[config.mk]
export PLATFORM = sky130hd
export DESIGN_NAME = core_load_scheduler
export DESIGN_NICKNAME = d
export VERILOG_FILES = /design/src/rtl/core_load_scheduler.sv
export SDC_FILE = /design/constraint.sdc
export NUM_CORES = 1
export LEC_CHECK = 0
export BUFFER_PORTS_ARGS = -buffer_cell sky130_fd_sc_hd__clkbuf_2
export CAP_MARGIN = 20
export CORE_AREA = 8 8 83 85
export DETAILED_ROUTE_END_ITERATION = 8
export DIE_AREA = 0 0 91 93
export GPL_TIMING_DRIVEN = 0
export PLACE_DENSITY = 0.73
export SYNTH_ARGS = -nofsm -noshare
export SYNTH_HDL_FRONTEND = slang
export SYNTH_SLANG_ARGS = --single-unit
[constraint.sdc]
create_clock -name clk -period 8.1 [get_ports clk]
set_input_delay 1.215 -clock clk [delete_from_list [all_inputs] [get_ports clk]]
set_output_delay 1.215 -clock clk [all_outputs]
set_load 0.05 [all_outputs]
[src/rtl/core_load_scheduler.sv]
// Round-robin load scheduler: grants one core at a time, drives its one-hot select into the
// stream scanner, and watches the stream handshake for frame end, length errors and stalls.
module core_load_scheduler #(
  parameter int unsigned M_COUNT        = 8,
  parameter int unsigned EXPECTED_BEATS = 64,
  parameter int unsigned TIMEOUT_CYCLES = 4096,
  parameter int unsigned IDX_W          = $clog2(M_COUNT)
) (
  input  logic               clk,
  input  logic               reset,
  input  logic               enable,
  input  logic               flush,
  input  logic [M_COUNT-1:0] req,
  input  logic               mon_valid,
  input  logic               mon_ready,
  input  logic               mon_last,
  output logic [M_COUNT-1:0] access_core,
  output logic               busy,
  output logic [M_COUNT-1:0] ack,
  output logic               done,
  output logic [IDX_W-1:0]   done_idx,
  output logic               len_err,
  output logic               timeout_err
);

  localparam int unsigned BEAT_W = $clog2(EXPECTED_BEATS + 1) + 1;
  localparam int unsigned IDLE_W = $clog2(TIMEOUT_CYCLES);

  typedef enum logic [1:0] {StIdle, StArb, StLoad, StDone} state_e;

  state_e             state_q, state_d;
  logic [IDX_W-1:0]   rr_q, rr_d;
  logic [IDX_W-1:0]   grant_q, grant_d;
  logic [IDX_W-1:0]   arb_idx, cand;
  logic               arb_found;
  logic [M_COUNT-1:0] access_q, access_d;
  logic [BEAT_W-1:0]  beat_cnt_q, beat_cnt_d;
  logic [BEAT_W:0]    beat_cnt_inc;
  logic [IDLE_W-1:0]  idle_cnt_q, idle_cnt_d;
  logic               len_err_q, len_err_d;
  logic               timeout_err_q, timeout_err_d;
  logic               beat;

  assign beat         = mon_valid & mon_ready;
  assign beat_cnt_inc = {1'b0, beat_cnt_q} + (BEAT_W + 1)'(1);

  // First requester strictly after the last grant, wrapping around.
  always_comb begin
    arb_found = 1'b0;
    arb_idx   = rr_q;
    cand      = rr_q;
    for (int unsigned i = 1; i <= M_COUNT; i++) begin
      cand = IDX_W'((32'(rr_q) + i) % M_COUNT);
      if (!arb_found && req[cand]) begin
        arb_found = 1'b1;
        arb_idx   = cand;
      end
    end
  end

  always_comb begin
    state_d       = state_q;
    rr_d          = rr_q;
    grant_d       = grant_q;
    access_d      = access_q;
    beat_cnt_d    = beat_cnt_q;
    idle_cnt_d    = idle_cnt_q;
    len_err_d     = len_err_q;
    timeout_err_d = timeout_err_q;
    unique case (state_q)
      StIdle: begin
        if (enable && (|req)) state_d = StArb;
      end
      StArb: begin
        beat_cnt_d    = '0;
        idle_cnt_d    = '0;
        len_err_d     = 1'b0;
        timeout_err_d = 1'b0;
        if (flush || !arb_found) begin
          state_d = StIdle;
        end else begin
          grant_d  = arb_idx;
          rr_d     = arb_idx;
          access_d = M_COUNT'(1) << arb_idx;
          state_d  = StLoad;
        end
      end
      StLoad: begin
        if (flush) begin
          access_d = '0;
          state_d  = StIdle;
        end else if (beat) begin
          if (beat_cnt_q != '1) beat_cnt_d = beat_cnt_q + BEAT_W'(1);
          idle_cnt_d = '0;
          if (mon_last) begin
            len_err_d     = (beat_cnt_inc != (BEAT_W + 1)'(EXPECTED_BEATS));
            timeout_err_d = 1'b0;
            access_d      = '0;
            state_d       = StDone;
          end
        end else if (idle_cnt_q == IDLE_W'(TIMEOUT_CYCLES - 2)) begin
          // This beatless cycle brings the idle count to TIMEOUT_CYCLES-1.
          len_err_d     = 1'b0;
          timeout_err_d = 1'b1;
          access_d      = '0;
          state_d       = StDone;
        end else begin
          idle_cnt_d = idle_cnt_q + IDLE_W'(1);
        end
      end
      StDone: begin
        state_d = StIdle;
      end
      default: state_d = StIdle;
    endcase
  end

  always_ff @(posedge clk) begin
    if (reset) begin
      state_q       <= StIdle;
      rr_q          <= IDX_W'(M_COUNT - 1);
      grant_q       <= '0;
      access_q      <= '0;
      beat_cnt_q    <= '0;
      idle_cnt_q    <= '0;
      len_err_q     <= 1'b0;
      timeout_err_q <= 1'b0;
    end else begin
      state_q       <= state_d;
      rr_q          <= rr_d;
      grant_q       <= grant_d;
      access_q      <= access_d;
      beat_cnt_q    <= beat_cnt_d;
      idle_cnt_q    <= idle_cnt_d;
      len_err_q     <= len_err_d;
      timeout_err_q <= timeout_err_d;
    end
  end

  assign access_core = access_q;
  assign busy        = (state_q != StIdle);
  assign done        = (state_q == StDone);
  assign ack         = done ? (M_COUNT'(1) << grant_q) : '0;
  assign done_idx    = done ? grant_q : '0;
  assign len_err     = done & len_err_q;
  assign timeout_err = done & timeout_err_q;

endmodule

==> impl_results.md, run 1 <==
- Die area: 0.00846 mm²
- Endpoint class of the critical path: flip-flop
- First-pass GRT wire length: 12100 µm
- #FFs+latches synth: 38
- Initial core utilization: 52.9%
- Peak supply drop: 0.118 mV
- Async set-or-reset flop fraction in the synthesized netlist: 0%
- Post-layout min period: 3970 ps
- Top-area cell type share of the netlist area: 25.3%
- Slowest-stage cell, CP: a222oi_1
- Top cells by area, synth: dfxtp_1 (25%), mux4_2 (9.8%), mux2i_1 (6.0%)
- Setup bufs post-CTS: 0
- Max-cap violations: 0
- Slack of the critical path: 4130 ps
- I/O pin total: 38
- WP buf/inv: 5
- Min-delay worst type: reg -> reg
- Met1 usage: 21.5%
- Synth Instances: 364
- Initial DRC count: 246
- Post-synthesis sequential area ratio: 25.3%
- CTS Buffer Depth: 2
- Max Slew Vio Count: 0
- Post-synth top area cell: dfxtp_1
- Clk_lat worst skew: 290 ps
- Hold buffers post-CTS: 0
- Clock slew at reported path FFs: 70 ps
- Required time worst endpoint: 8280 ps
- Reg2reg end: access_core[0]$_SDFFE_PP0P_
- # DRC: 0
- FP Rows: 28
- Fin crit share: 49.0%
- Routed length per placed instance: 15.1 µm
- Post-DP HPWL: 5490 µm
- Chip Height: 93 µm
- Slew @ Worst Pin: 618 ps
- TritonCTS clock tree: built
- CP top delay family: compound AO/OA/AOI/OAI gates
- Final setup fails: 0
- Fin area: 0.00339 mm²
- Endpoints failing hold: 0
- Die W: 91 µm
- R2R Setup Slk: 4130 ps
- Setup TNS: 0 ps
- Status: finished clean
- Fmax: 0.252 GHz
- Crit path arrival time: 4150 ps
- GR peak layer: met2
- H-tree Lvls: 2
- Fraction of layout cells with a size suffix above 1: 18.6%
- Most common cell in the synthesized netlist: dfxtp_1
- GP Congestion: 0.889
- Pin count of the biggest net entering global routing: 12
- Crit path capture: access_core[0]$_SDFFE_PP0P_
- Antenna cells: 0
- TritonCTS Sinks: 38
- Pwr/cell area: 179 mW/mm²
- Vias in the first global route: 2654
- Overall power: 607 µW
- Critical path class: reg -> reg
- PortBufs: 36
- Syn Nets: 390
- Gates resized, CTS repair: 0
- Placement Setup Slack: 4140 ps
- Most instantiated cells after synthesis: dfxtp_1 (38), nor2_1 (36), a21oi_1 (30)
- Placed cell area: 0.00328 mm²
- Post-route ant nets: 0
- Final #Nets: 433
- Initial DRT Pass Iterations: 5
- CP max FO: 10
- Critical-path cell list: buf_6, buf_6, inv_1, ha_1, buf_2, buf_2, mux4_2, mux2i_1, nand2_1, or2_1, a211o_1, a222oi_1, o21ai_2, a32o_1
- Slew HR: 58.4%
- Core region area: 0.00568 mm²
- Critical Path Stages: 14
- RSZ-0062 raised after global routing: no
- Register-to-Register Path Depth: 14
- Avg Cell Area, Syn: 8.25 µm²
- Detailed-route via count: 2872
- Number of synthesized flops with an enable pin: 0
- Drt total wl: 7310 µm
- Distinct cells, synth: 58
- Layout area overhead: 12.8%
- Ys Warns: 0
- Leak Pwr: 1.35 nW
- Initial antenna violation count: 0
- GRT Util Overall: 16.7%
- Cts bufs inserted: 5
- Root Buffer: clkbuf_8
- Worst setup SP type: flip-flop
- GRT met3 Usage: 3.61%
- CP peak stage delay: 480 ps
- Main flop type after synthesis: dfxtp_1
- CP Launch Point: rr_q[0]$_SDFFE_PP1P_
- DR vias/cell: 5.95
- Routing usage on met2: 27.4%
- R2R Path Start: rr_q[0]$_SDFFE_PP1P_
- Remaining Overflow, GRT: 0
- Post-Syn Area: 0.00300 mm²
- Skew final: 3.65 ps
-- routing by layer --
layer	wire length, µm	share of wire, %	up-vias
met5	0	0	-
met4	61	0.84	0
met3	380	5.2	7
met2	3470	48	79
met1	3390	46	1349
li1	-	-	1437
-- registers in the layout (all words and copies together) (netlist names) --
register and flops:
beat_cnt_q 8, grant_q 3, idle_cnt_q 12, timeout_err_q 1, rr_q 3, state_q 2, len_err_q 1, access_core 8
-- final cells by class --
cell class                 count  area, µm²
sequential                    38        761
multi-input combinational    289       2070
fill                         537       2290
buffer                        21        113
clock buffer                   8        110
inverter                      16       60.1
tap                           75       93.8
timing repair buffer          36        180
-- per-stage QoR --
step	utilization [%]	hold slack, ps	cells
6_report	59.7	468	483
5_1_grt	59.7	492	483
4_1_cts	59.7	471	483
3_5_place_dp	57.7	449	475
3_3_place_gp	57.7	447	475
2_1_floorplan	-	444	364
-- layout by cell type, fill, tap and decap left out, types with 9 or more instances in the layout --
master / synthesis / final
dfxtp_1: 38 / 38
nor2_1: 36 / 36
clkbuf_2: 0 / 36
a21oi_1: 30 / 30
o21ai_0: 23 / 23
nand2_1: 22 / 22
mux2i_1: 18 / 18
inv_1: 16 / 16
nor3_1: 14 / 14
mux4_2: 13 / 13
nand3_1: 12 / 12
ha_1: 11 / 11
clkbuf_1: 10 / 10
nand2b_1: 9 / 9
and3_1: 9 / 9
-- power breakdown --
part / switching, mW / total [mW] / internal, mW
clock: 0.0658 / 0.152 / 0.0860
combinational: 0.155 / 0.256 / 0.102
sequential: 0.00542 / 0.199 / 0.194
total: 0.226 / 0.607 / 0.381
-- worst register-to-register path: stages (launching register included) --
cell and delay (ps):
dfxtp_1 360, buf_6 140, buf_6 160, inv_1 120
ha_1 290, buf_2 160, buf_2 270, mux4_2 410
mux2i_1 350, nand2_1 160, or2_1 240, a211o_1 250
a222oi_1 480, o21ai_2 190, a32o_1 280
-- cells by family after synthesis --
logic type	synth area share, %
flip-flops	25.3
AND/OR/NAND/NOR	24.2
AO/OA/AOI/OAI	19.8
multiplexers	18.0
buffers and inverters	5.75
XOR/XNOR	2.33
adder cells (fa/ha/maj)	4.59
-- how the worst min path moves through the flow --
stage	from	slack, ps	endpoint	cells past startpoint
after floorplan	grant_q[2]$_SDFFE_PP0P_	440	grant_q[2]$_SDFFE_PP0P_	2
after detailed placement	access_core[5]$_SDFFE_PP0P_	450	access_core[5]$_SDFFE_PP0P_	1
after CTS	access_core[5]$_SDFFE_PP0P_	470	access_core[5]$_SDFFE_PP0P_	1
final	access_core[5]$_SDFFE_PP0P_	470	access_core[5]$_SDFFE_PP0P_	1
after global placement	access_core[5]$_SDFFE_PP0P_	450	access_core[5]$_SDFFE_PP0P_	1
after global routing	access_core[4]$_SDFFE_PP0P_	490	access_core[4]$_SDFFE_PP0P_	1
Power figures use the tool's default switching activity.
==> run 2: changes to the inputs <==
--- a/config.mk
+++ b/config.mk
@@ -5,13 +5,14 @@
 export SDC_FILE = /design/constraint.sdc
 export NUM_CORES = 1
 export LEC_CHECK = 0
+export ABC_AREA = 1
 export BUFFER_PORTS_ARGS = -buffer_cell sky130_fd_sc_hd__clkbuf_2
 export CAP_MARGIN = 20
-export CORE_AREA = 8 8 83 85
+export CORE_AREA = 8 8 84 86
 export DETAILED_ROUTE_END_ITERATION = 8
-export DIE_AREA = 0 0 91 93
+export DIE_AREA = 0 0 92 94
 export GPL_TIMING_DRIVEN = 0
-export PLACE_DENSITY = 0.73
+export PLACE_DENSITY = 0.72
 export SYNTH_ARGS = -nofsm -noshare
 export SYNTH_HDL_FRONTEND = slang
 export SYNTH_SLANG_ARGS = --single-unit
==> constraint.sdc (replaced) <==
create_clock -name clk -period 4.09 [get_ports clk]
set_input_delay 0.6135 -clock clk [delete_from_list [all_inputs] [get_ports clk]]
set_output_delay 0.6135 -clock clk [all_outputs]
set_load 0.05 [all_outputs]
==> impl_results.md, run 2 <==
- Die W: 92 µm (+1.1%)
- Cts bufs inserted: 5 (unchanged)
- Layout area overhead: 12.1%
- Most frequent cells in the layout: nand2_1 (136), inv_1 (53), nor2_1 (48)
- Most instantiated cells after synthesis: nand2_1 (136), inv_1 (53), nor2_1 (48)
- Worst path most repeated cell: nand2_1
- Required time worst endpoint: 4240 ps (-4040 ps)
- Fmax: 0.360 GHz (+43%)
- Adder-Cell Fraction of Synth Area: 4.54% (-0.044 points)
- Pwr/cell area: 369 mW/mm² (+110%)
- WP buf/inv: 4 (-1)
- Slew HR: 60.2% (+1.8 points)
- Final setup fails: 0 (unchanged)
- Ys Warns: 0 (unchanged)
- Initial core utilization: 52.7% (-0.14 points)
- CTS Buffer Depth: 2 (unchanged)
- R2R Path Start: rr_q[0]$_SDFFE_PP1P_
- #FFs+latches synth: 38 (unchanged)
- CP peak stage delay: 420 ps (-60 ps)
- Leak Pwr: 1.63 nW (+21%)
- Metal2 WL: 3180 µm (-8.3%)
- Initial DRT Pass Iterations: 5 (unchanged)
- Pin count of the biggest net entering global routing: 12 (unchanged)
- Post-Syn Area: 0.00303 mm² (+0.96%)
- Distinct cells, synth: 46 (-21%)
- Worst setup SP type: flip-flop
- Min-delay worst type: reg -> reg
- Fin crit share: 67.9% (+19 points)
- Async set-or-reset flop fraction in the synthesized netlist: 0% (unchanged)
- Critical path class: reg -> reg
- Fraction of layout cells with a size suffix above 1: 22.4% (+3.8 points)
- Post-synth top area cell: dfxtp_1
- Seq pwr share: 31.6% (-1.2 points)
- Top cells by area, synth: dfxtp_1 (25%), nand2_1 (17%), inv_1 (6.6%)
- Initial DRC count: 157 (-36%)
- FP Rows: 28 (unchanged)
- Routed length on met1: 3290 µm (-3.0%)
- Post-synthesis simple-gate area fraction: 46.3% (+22 points)
- Slew @ Worst Pin: 597 ps (-21.5 ps)
- Synth Instances: 456 (+25%)
- GP Congestion: 0.874 (-1.7%)
- Status: finished clean
- Routed length per placed instance: 12.1 µm (-20%)
- Hold_sp: timeout_err_q$_SDFFE_PP0P_
- Crit path arrival time: 2930 ps (-1220 ps)
- Largest Register: idle_cnt_q
- TritonCTS clock tree: built
- First-pass GRT wire length: 12100 µm (+0.41%)
- Antenna cells: 0 (unchanged)
- Net Switching: 548 µW (+140%)
- RSZ-0062 raised after global routing: no
- Post-DP HPWL: 5600 µm (+2.0%)
- Max reg flops: 12 (unchanged)
- Metal3 WL: 385 µm (+1.3%)
- Syn Nets: 482 (+24%)
- Sw Share: 43.7% (+6.5 points)
- Initial antenna violation count: 0 (unchanged)
- H-tree Lvls: 2 (unchanged)
- Critical-path cell list: inv_2, buf_12, ha_1, inv_2, nand3_2, nand3_2, nand2_4, nor2_4, nand2_1, inv_2, nand2_1, nand2_1, nand2_1, nand2_1, nand3_2, nand2_2, nor2_1, nand2_1, a21oi_2
- Synth Area in XOR/XNOR: 3.55% (+1.2 points)
- Max Slew Vio Count: 0 (unchanged)
- Chip Height: 94 µm (+1.1%)
- Setup bufs post-CTS: 0 (unchanged)
- Endpoint class of the critical path: flip-flop
- Synth Area in Compound Gates: 10.4% (-9.4 points)
- PortBufs: 36 (unchanged)
- Remaining Overflow, GRT: 0 (unchanged)
- TritonCTS Sinks: 38 (unchanged)
- Top-area cell type share of the netlist area: 25.1% (-0.24 points)
- Drt total wl: 6950 µm (-4.9%)
- Number of synthesized flops with an enable pin: 0 (unchanged)
- Post-synthesis sequential area ratio: 25.1% (-0.24 points)
- Most common cell in the synthesized netlist: nand2_1
- Gates resized, CTS repair: 0 (unchanged)
- Core region area: 0.00575 mm² (+1.2%)
- Avg Cell Area, Syn: 6.65 µm² (-19%)
- Final #Nets: 525 (+21%)
- Clock slew at reported path FFs: 70 ps (about the same)
- Internal Power: 705 µW (+85%)
- Final instance count without filler cells: 575 (+19%)
- Post-route ant nets: 0 (unchanged)
- Die area: 0.00865 mm² (+2.2%)
- Highest Signal Layer: met4
- Setup TNS: 0 ps (unchanged)
- Detailed-route via count: 2948 (+2.6%)
- Overall power: 1.25 mW (+110%)
- Post-layout min period: 2780 ps (-1190 ps)
- Vias in the first global route: 2798 (+5.4%)
- Max-cap violations: 0 (unchanged)
- Largest family of logic cells by synthesized area: simple AND/OR/NAND/NOR gates
- Hold buffers post-CTS: 0 (unchanged)
- GRT Util Overall: 16.7% (+0.036 points)
- Placed Cells: 567 (+19%)
- Slowest-stage cell, CP: ha_1
- DR vias/cell: 5.13 (-14%)
- Skew final: 4.38 ps (+0.736 ps)
- Main flop type after synthesis: dfxtp_1
- Comb power frac: 47.6% (+5.4 points)
- Commonest non-fill, non-tap cell in the layout: nand2_1
- # DRC: 0 (unchanged)
- CP top delay family: simple AND/OR/NAND/NOR gates
- Peak supply drop: 0.234 mV (+99%)
- CP Launch Point: rr_q[0]$_SDFFE_PP1P_
- I/O pin total: 38 (unchanged)
- Root Buffer: clkbuf_8
- Clock share of power: 20.8% (-4.2 points)
- CP max FO: 10 (unchanged)
- Clk_lat worst skew: 280 ps (about the same)
- Endpoints failing hold: 0 (unchanged)
- Mux share of post-synthesis cell area: 0% (-18 points)
[run 2: cell types whose count changed after synthesis, moves of 15 or more]
cell     before  now
inv_1        16   53
nand3_1      12   34
mux2i_1      18    0
nand2_1      22  136
o21ai_0      23    8
[run 2: path summary, 6_finish.rpt]
kind	slack (ps)	end	cells after the start
min	480	timeout_err_q$_SDFFE_PP0P_	2
min reg2reg	480	timeout_err_q$_SDFFE_PP0P_	2
max reg2reg	1310	access_core[5]$_SDFFE_PP0P_	19
max	1310	access_core[5]$_SDFFE_PP0P_	19
[run 2: routing by layer]
metal	vias to the layer above	GRT usage, %
li1	1540	-
met1	1318	20.5
met2	81	28.4
met3	9	4.08
met4	0	4.43
met5	-	0
[run 2: power by group through the flow]
stage	Sequential, mW	Clock [mW]	Combinational [mW]
after global routing	0.399	0.295	0.664
after detailed placement	0.405	0	0.591
after global placement	0.404	0	0.584
after floorplan	0.425	0	0.460
after CTS	0.396	0.273	0.595
final	0.396	0.261	0.596
[run 2: final cells by class]
class | count | area (µm²)
Fill cell | 550 | 2350
Clock inverter | 1 | 5.00
Sequential cell | 38 | 761
Timing Repair Buffer | 36 | 180
Inverter | 63 | 243
Buffer | 7 | 65.1
Clock buffer | 7 | 86.3
Multi-Input combinational cell | 348 | 1960
Tap cell | 75 | 93.8
[run 2: logic make-up after synthesis]
| logic type | count (synthesis) |
|---|---|
| buf+inv | 70 |
| simple gates | 280 |
| xor+xnor | 8 |
| flops | 38 |
| compound gates | 49 |
| fa+ha+maj | 11 |
[run 2: worst register-to-register path, stage by stage, from the launching register on]
cell and delay (ps):
dfxtp_1 390, inv_2 100, buf_12 160, ha_1 420
inv_2 220, nand3_2 130, nand3_2 130, nand2_4 80
nor2_4 140, nand2_1 120, inv_2 70, nand2_1 60
nand2_1 70, nand2_1 50, nand2_1 70, nand3_2 110
nand2_2 140, nor2_1 60, nand2_1 70, a21oi_2 50
[run 2: metrics by stage]
stage	hold WS [ps]	setup WS [ps]	cell area, µm²	utilization, %
after floorplan	440	1650	3030	-
after detailed placement	464	1360	3300	57.5
after global placement	453	1390	3300	57.5
after global routing	500	1080	3400	59.1
final	477	1310	3400	59.1
after CTS	477	1350	3400	59.1
